**config.mk**
```make
export PLATFORM = sky130hd
export DESIGN_NAME = shader_scheduler
export DESIGN_NICKNAME = d
export VERILOG_FILES = /design/src/rtl/shader_pkg.sv /design/src/rtl/shader_scheduler_bcast.sv /design/src/rtl/shader_scheduler.sv
export SDC_FILE = /design/constraint.sdc
export NUM_CORES = 1
export LEC_CHECK = 0
export CAP_MARGIN = 5
export CORE_ASPECT_RATIO = 1.5
export CORE_UTILIZATION = 54
export CTS_CLUSTER_SIZE = 20
export DETAILED_ROUTE_END_ITERATION = 12
export PLACE_DENSITY = 0.85
export SYNTH_ARGS = -nofsm -noshare
export SYNTH_HDL_FRONTEND = slang
export SYNTH_SLANG_ARGS = --single-unit
```
**constraint.sdc**
```tcl
create_clock -name clock -period 7.3 [get_ports clock]
set_input_delay 1.825 -clock clock [delete_from_list [all_inputs] [get_ports clock]]
set_output_delay 1.825 -clock clock [all_outputs]
set_load 0.05 [all_outputs]
```
**src/rtl/shader_pkg.sv**
```systemverilog
// Shared types and constants for the shader-array frame scheduler.
package shader_pkg;

  localparam int VOX_COORD_W  = 8;
  localparam int VOX_ID_W     = 8;
  localparam int SHADE_PERIOD = 2;
  localparam int READ_LATENCY = 1;

  typedef enum logic [2:0] {
    ST_IDLE,
    ST_R_FETCH,
    ST_RASTER,
    ST_S_FETCH,
    ST_SHADE,
    ST_READOUT,
    ST_DONE
  } sched_state_e;

  typedef struct packed {
    logic [VOX_COORD_W-1:0] x;
    logic [VOX_COORD_W-1:0] y;
    logic [VOX_COORD_W-1:0] z;
    logic [VOX_ID_W-1:0]    id;
  } voxel_t;

endpackage

```
**src/rtl/shader_scheduler_bcast.sv**
```systemverilog
// Two-stage holding register: memory data lands in the prefetch stage and
// moves to the broadcast stage on advance, so the next item is ready at once.
module bcast_prefetch #(
  parameter int W = 8
) (
  input  logic         clock,
  input  logic         reset,
  input  logic         capture,
  input  logic         to_bcast,
  input  logic         advance,
  input  logic [W-1:0] d,
  output logic [W-1:0] bcast
);

  logic [W-1:0] pre;

  // Data arriving on the same edge as an advance bypasses the prefetch stage.
  always_ff @(posedge clock) begin
    if (reset) begin
      pre   <= '0;
      bcast <= '0;
    end else begin
      if (advance) begin
        bcast <= capture ? d : pre;
      end else if (capture && to_bcast) begin
        bcast <= d;
      end
      if (capture && !to_bcast && !advance) begin
        pre <= d;
      end
    end
  end

endmodule

```
**src/rtl/shader_scheduler.sv**
```systemverilog
// Frame sequencer: broadcasts voxels for rasterization, palette entries for
// shading, then scans the shader grid's pixel bus into the framebuffer.
module shader_scheduler
  import shader_pkg::*;
#(
  parameter int ROWS         = 4,
  parameter int COLS         = 4,
  parameter int ROW_BITS     = 8,
  parameter int COL_BITS     = 8,
  parameter int COORD_BITS   = VOX_COORD_W,
  parameter int PALETTE_BITS = VOX_ID_W,
  parameter int PIXEL_BITS   = 8,
  parameter int VADDR_BITS   = 10,
  parameter int FB_ADDR_BITS = 16
) (
  input  logic                               clock,
  input  logic                               reset,
  input  logic                               start,
  input  logic [VADDR_BITS:0]                num_voxels,
  input  logic [PALETTE_BITS:0]              num_colors,
  output logic                               busy,
  output logic                               frame_done,
  output logic                               voxel_rd,
  output logic [VADDR_BITS-1:0]              voxel_addr,
  input  logic [3*COORD_BITS+PALETTE_BITS-1:0] voxel_rdata,
  output logic                               pal_rd,
  output logic [PALETTE_BITS-1:0]            pal_addr,
  input  logic [PIXEL_BITS-1:0]              pal_rdata,
  output logic [COORD_BITS-1:0]              voxel_x,
  output logic [COORD_BITS-1:0]              voxel_y,
  output logic [COORD_BITS-1:0]              voxel_z,
  output logic [PALETTE_BITS-1:0]            voxel_id,
  output logic [PIXEL_BITS-1:0]              palette_entry,
  output logic                               do_rasterize,
  output logic                               do_shade,
  input  logic                               rasterizing_done,
  input  logic                               shading_done,
  output logic [ROW_BITS-1:0]                row,
  output logic [COL_BITS-1:0]                col,
  input  logic [PIXEL_BITS-1:0]              pixel,
  output logic                               fb_we,
  output logic [FB_ADDR_BITS-1:0]            fb_addr,
  output logic [PIXEL_BITS-1:0]              fb_data
);

  localparam int VCNT_BITS = VADDR_BITS + 1;
  localparam int CCNT_BITS = PALETTE_BITS + 1;
  localparam int IDX_BITS  = (VCNT_BITS > CCNT_BITS) ? VCNT_BITS : CCNT_BITS;

  typedef struct packed {
    voxel_t                vox;
    logic [PIXEL_BITS-1:0] entry;
  } bcast_t;

  sched_state_e          state;
  logic [IDX_BITS-1:0]   idx, last, next2, rd_addr, rd_addr_q;
  logic [VCNT_BITS-1:0]  nvox_q, last_v;
  logic [CCNT_BITS-1:0]  ncol_q, last_c;
  logic                  fetch_step, rd_valid_q;
  logic                  voxel_phase, shade_phase, in_fetch;
  logic                  step_done, advance, at_last, fetch_rd, pref_rd, any_rd;
  bcast_t                cur, cap_d;

  assign last_v      = nvox_q - VCNT_BITS'(1);
  assign last_c      = ncol_q - CCNT_BITS'(1);
  assign voxel_phase = (state == ST_R_FETCH) || (state == ST_RASTER);
  assign shade_phase = (state == ST_S_FETCH) || (state == ST_SHADE);
  assign in_fetch    = (state == ST_R_FETCH) || (state == ST_S_FETCH);
  assign last        = voxel_phase ? IDX_BITS'(last_v) : IDX_BITS'(last_c);
  assign at_last     = (idx == last);
  assign step_done   = ((state == ST_RASTER) && rasterizing_done) ||
                       ((state == ST_SHADE) && shading_done);
  assign advance     = step_done && !at_last;
  assign next2       = idx + IDX_BITS'(2);

  // Reads are issued in the done cycle itself so the data lands before the
  // next done, even at the shortest shade period.
  assign fetch_rd = in_fetch && (!fetch_step || (last != '0));
  assign pref_rd  = advance && ((idx + IDX_BITS'(1)) != last);
  assign any_rd   = fetch_rd || pref_rd;
  assign rd_addr  = fetch_rd ? IDX_BITS'(fetch_step) : next2;

  assign voxel_rd   = voxel_phase && any_rd;
  assign voxel_addr = voxel_rd ? rd_addr[VADDR_BITS-1:0] : '0;
  assign pal_rd     = shade_phase && any_rd;
  assign pal_addr   = pal_rd ? rd_addr[PALETTE_BITS-1:0] : '0;

  assign do_rasterize = (state == ST_RASTER) && !(rasterizing_done && at_last);
  assign do_shade     = (state == ST_SHADE) && !(shading_done && at_last);

  assign busy       = (state != ST_IDLE);
  assign frame_done = (state == ST_DONE);
  assign fb_we      = (state == ST_READOUT);
  assign fb_addr    = FB_ADDR_BITS'(row) * FB_ADDR_BITS'(COLS) + FB_ADDR_BITS'(col);
  assign fb_data    = fb_we ? pixel : '0;

  // During shading the coordinates stay put; only id and palette entry change.
  always_comb begin
    cap_d = cur;
    if (voxel_phase) begin
      cap_d.vox = voxel_t'(voxel_rdata);
    end else begin
      cap_d.vox.id = rd_addr_q[PALETTE_BITS-1:0];
      cap_d.entry  = pal_rdata;
    end
  end

  bcast_prefetch #(.W($bits(bcast_t))) u_bcast (
    .clock    (clock),
    .reset    (reset),
    .capture  (rd_valid_q),
    .to_bcast (rd_addr_q == '0),
    .advance  (advance),
    .d        (cap_d),
    .bcast    (cur)
  );

  assign voxel_x       = cur.vox.x;
  assign voxel_y       = cur.vox.y;
  assign voxel_z       = cur.vox.z;
  assign voxel_id      = cur.vox.id;
  assign palette_entry = cur.entry;

  always_ff @(posedge clock) begin
    if (reset) begin
      state      <= ST_IDLE;
      idx        <= '0;
      fetch_step <= 1'b0;
      nvox_q     <= '0;
      ncol_q     <= '0;
      rd_valid_q <= 1'b0;
      rd_addr_q  <= '0;
      row        <= '0;
      col        <= '0;
    end else begin
      rd_valid_q <= any_rd;
      rd_addr_q  <= rd_addr;
      case (state)
        ST_IDLE: begin
          if (start) begin
            nvox_q     <= num_voxels;
            ncol_q     <= num_colors;
            idx        <= '0;
            fetch_step <= 1'b0;
            if (num_voxels != '0)      state <= ST_R_FETCH;
            else if (num_colors != '0) state <= ST_S_FETCH;
            else                       state <= ST_READOUT;
          end
        end
        ST_R_FETCH, ST_S_FETCH: begin
          fetch_step <= ~fetch_step;
          if (fetch_step) state <= (state == ST_R_FETCH) ? ST_RASTER : ST_SHADE;
        end
        ST_RASTER, ST_SHADE: begin
          if (step_done) begin
            if (at_last) begin
              idx   <= '0;
              state <= ((state == ST_RASTER) && (ncol_q != '0)) ? ST_S_FETCH : ST_READOUT;
            end else begin
              idx <= idx + IDX_BITS'(1);
            end
          end
        end
        ST_READOUT: begin
          if (col == COL_BITS'(COLS - 1)) begin
            col <= '0;
            if (row == ROW_BITS'(ROWS - 1)) begin
              row   <= '0;
              state <= ST_DONE;
            end else begin
              row <= row + ROW_BITS'(1);
            end
          end else begin
            col <= col + COL_BITS'(1);
          end
        end
        ST_DONE: state <= ST_IDLE;
        default: state <= ST_IDLE;
      endcase
    end
  end

endmodule

```
==> results.md <==
* Status: complete, no violations
* Die area at 0.0152 mm^2
* Core box area at 0.0142 mm^2
* Endpoints failing setup at 0
* Top_reg_cell synth: dfxtp_1
* Top-count cell post-synth: dfxtp_1
* Dpl cells at 1255
* Die span in y at 150 um
* Mapped Area at 0.00794 mm^2
* RSZ-0062 raised after global routing: no
* Finished Layout Cells at 1286
* Largest net degree at the start of global routing at 53
* Sequential area share after synthesis at 36.1%
* Max Root-Sink Buffers at 2
* Vias per cell at 6.05
* Initial DRT Pass Iterations at 5
* TritonCTS clock tree: built
* Worst-margin pin slew at 1.17 ns
* Register bit total from synthesis at 143
* Starting Density at 55.9%
* Setup CP Type: flip-flop to output port
* Setup TNS at 0 ns
* Post-synth EDFFs at 0
* GR Overflow Total at 0
* Detail Route Antenna Nets at 0
* Post-CTS setup buffers at 0
* Net total in the final layout at 1168
* Worst Skew at 0.0117 ns
* Routed WL at 22200 um
* Syn Area/Cell at 8.18 um^2
* Max_cap viols at 0
* Slew headroom at 21.6%
* Hold Path Class: flip-flop to flip-flop
* Hold-fix buffers, CTS at 0
* Vias in the first global route at 7252
* Pre-CTS setup slack at 0.919 ns
* Num rows at 53
* Period minus WS final at 6.79 ns
* # H-tree levels at 4
* Max-slew violations at 0
* GPL Wtd Cong at 0.958
* Clock root cell: clkbuf_16
* Cell Pwr Density at 372 mW/mm^2
* Routed WL per cell at 17.3 um
* Antenna Cells at 0
* DPL Wire Length at 15500 um
* CTS resizes at 0
* Critical path data arrival time at 4.97 ns
* Leak at 3.68 nW
* Synth Instances at 970
* CTS clk-pin slew, worst paths at 0.06 ns
* # IOs at 178
* Area Overhead vs Synth at 28.4%
* Sink Count at 143
* Distinct cells, synth at 72
* DR vias at 7777
* Post-layout instance area at 0.0102 mm^2
* GRT Util Overall at 29.9%
* Maximum operating frequency at 147 MHz
* Final worst slack at 0.509 ns
* Post-synth top area share at 36.1%
* Post-synth top area cell: dfxtp_1
* Placed inst area at 0.00962 mm^2
* Crit path max fanout at 27
* Layout cell share with drive strength beyond 1 at 5.67%
* Die X at 101 um
* Highest ir drop seen on vdd at 316 uV
* Worst-Skew Late Latency at 0.42 ns
* Antenna violations before repair at 0
* Final number of hold-violating endpoints at 0
* Crit share post-route at 93.0%
* Commonest cells post-synth: dfxtp_1, a21oi_1, nor2_1, nand2_1, clkbuf_1
* CTS Buf Count at 17
* Setup crit start kind: flip-flop
* Post-route DRC at 0
* Post-synth ARST share at 0%
* Top cells by area, synth: dfxtp_1, a21oi_1, mux2i_1
* Yosys warns at 0
* Global-route wire length before repair at 36100 um
* Crit path capture type: output port
* Critical Path RT at 5.48 ns
* Port buffer count at 172
* Initial DRC Count at 530
worst paths after layout:
check | slack, ns | endpoint | cells past startpoint | from
worst max-delay path | 0.51 | pal_addr[5] | 10 | state[2]
worst max register to register | 2.83 | u_bcast.bcast[6] | 8 | state[0]
worst min register to register | 0.46 | ncol_q[8] | 2 | ncol_q[8]
worst min-delay path | 0.46 | ncol_q[8] | 2 | ncol_q[8]
critical path, cell delays in order, from the launching register on:
cell             delay (ns)
dfxtp_1                0.80
inv_1                  0.43
nand2_1                0.30
buf_4                  0.43
nor4b_1                0.11
a211oi_1               0.19
nand4_1                0.32
o31a_2                 0.49
a21oi_2                0.59
nor4_1                 0.13
clkdlybuf4s50_1        0.74
where the power goes:
part / switching, mW / internal (mW) / total, mW
sequential: 0.140 / 0.901 / 1.04
clock: 0.363 / 0.479 / 0.842
combinational: 1.19 / 0.717 / 1.91
stage by stage:
| step | hold WS (ns) | power (mW) | util, % |
|---|---|---|---|
| after global routing | 0.504 | 4.04 | 71.8 |
| after global placement | 0.453 | 2.90 | 67.8 |
| final | 0.464 | 3.79 | 71.8 |
| after CTS | 0.461 | 3.78 | 71.8 |
| after detailed placement | 0.453 | 2.93 | 67.8 |
| after floorplan | 0.441 | 2.50 | - |
logic make-up (layout without fill, tap and decap cells):
| family | after synthesis | count (layout) | synth area share [%] |
|---|---|---|---|
| buf+inv | 113 | 233 | 6.01 |
| fa+ha+maj | 13 | 13 | 2.14 |
| other cells | 1 | 5 | 0.0473 |
| simple gates | 320 | 320 | 20.0 |
| compound gates | 287 | 287 | 24.4 |
| mux | 49 | 49 | 6.18 |
| flops | 143 | 143 | 36.1 |
| xor+xnor | 44 | 44 | 5.12 |
per-layer routing:
layer / share of wire, % / up-vias / global-route usage, % / wire, um
met5: 0 / - / 0 / 0
met4: 2.8 / 0 / 11.9 / 632
met3: 5.3 / 48 / 4.55 / 1170
met2: 52 / 299 / 52.8 / 11500
met1: 40 / 3666 / 36.1 / 8900
li1: - / 3764 / - / -
registers in the layout, indices dropped and copies added, names as in the netlist:
signal         count
u_bcast.bcast     40
u_bcast.pre       40
idx               11
nvox_q            11
rd_addr_q         11
ncol_q             9
col                8
row                8
state              3
fetch_step         1
rd_valid_q         1
layout make-up:
| cell class | instances | area (um^2) |
|---|---|---|
| Multi-Input combinational cell | 718 | 4650 |
| Fill cell | 1119 | 4000 |
| Sequential cell | 143 | 2860 |
| Timing Repair Buffer | 181 | 1780 |
| Clock buffer | 17 | 425 |
| Tap cell | 192 | 240 |
| Clock inverter | 14 | 149 |
| Inverter | 21 | 78.8 |
cell usage in the layout, fill, tap and decap left out, types with 6 or more instances in the layout:
master / count
or2_2: 6
inv_6: 6
buf_4: 9
or3_1: 10
and3_1: 10
a22o_1: 40
nor2_1: 90
nand3_1: 15
xnor2_1: 21
xor2_1: 21
ha_1: 12
nand4_1: 11
nor3_1: 28
dfxtp_1: 143
a211oi_1: 51
inv_1: 21
o21ai_0: 17
clkbuf_16: 17
and2_1: 10
nand2_1: 81
nor4b_1: 8
mux2i_1: 49
clkdlybuf4s50_1: 171
a21oi_1: 116
a21o_1: 8
nor4_1: 22
Note: power is estimated with default switching activity, not from simulation.
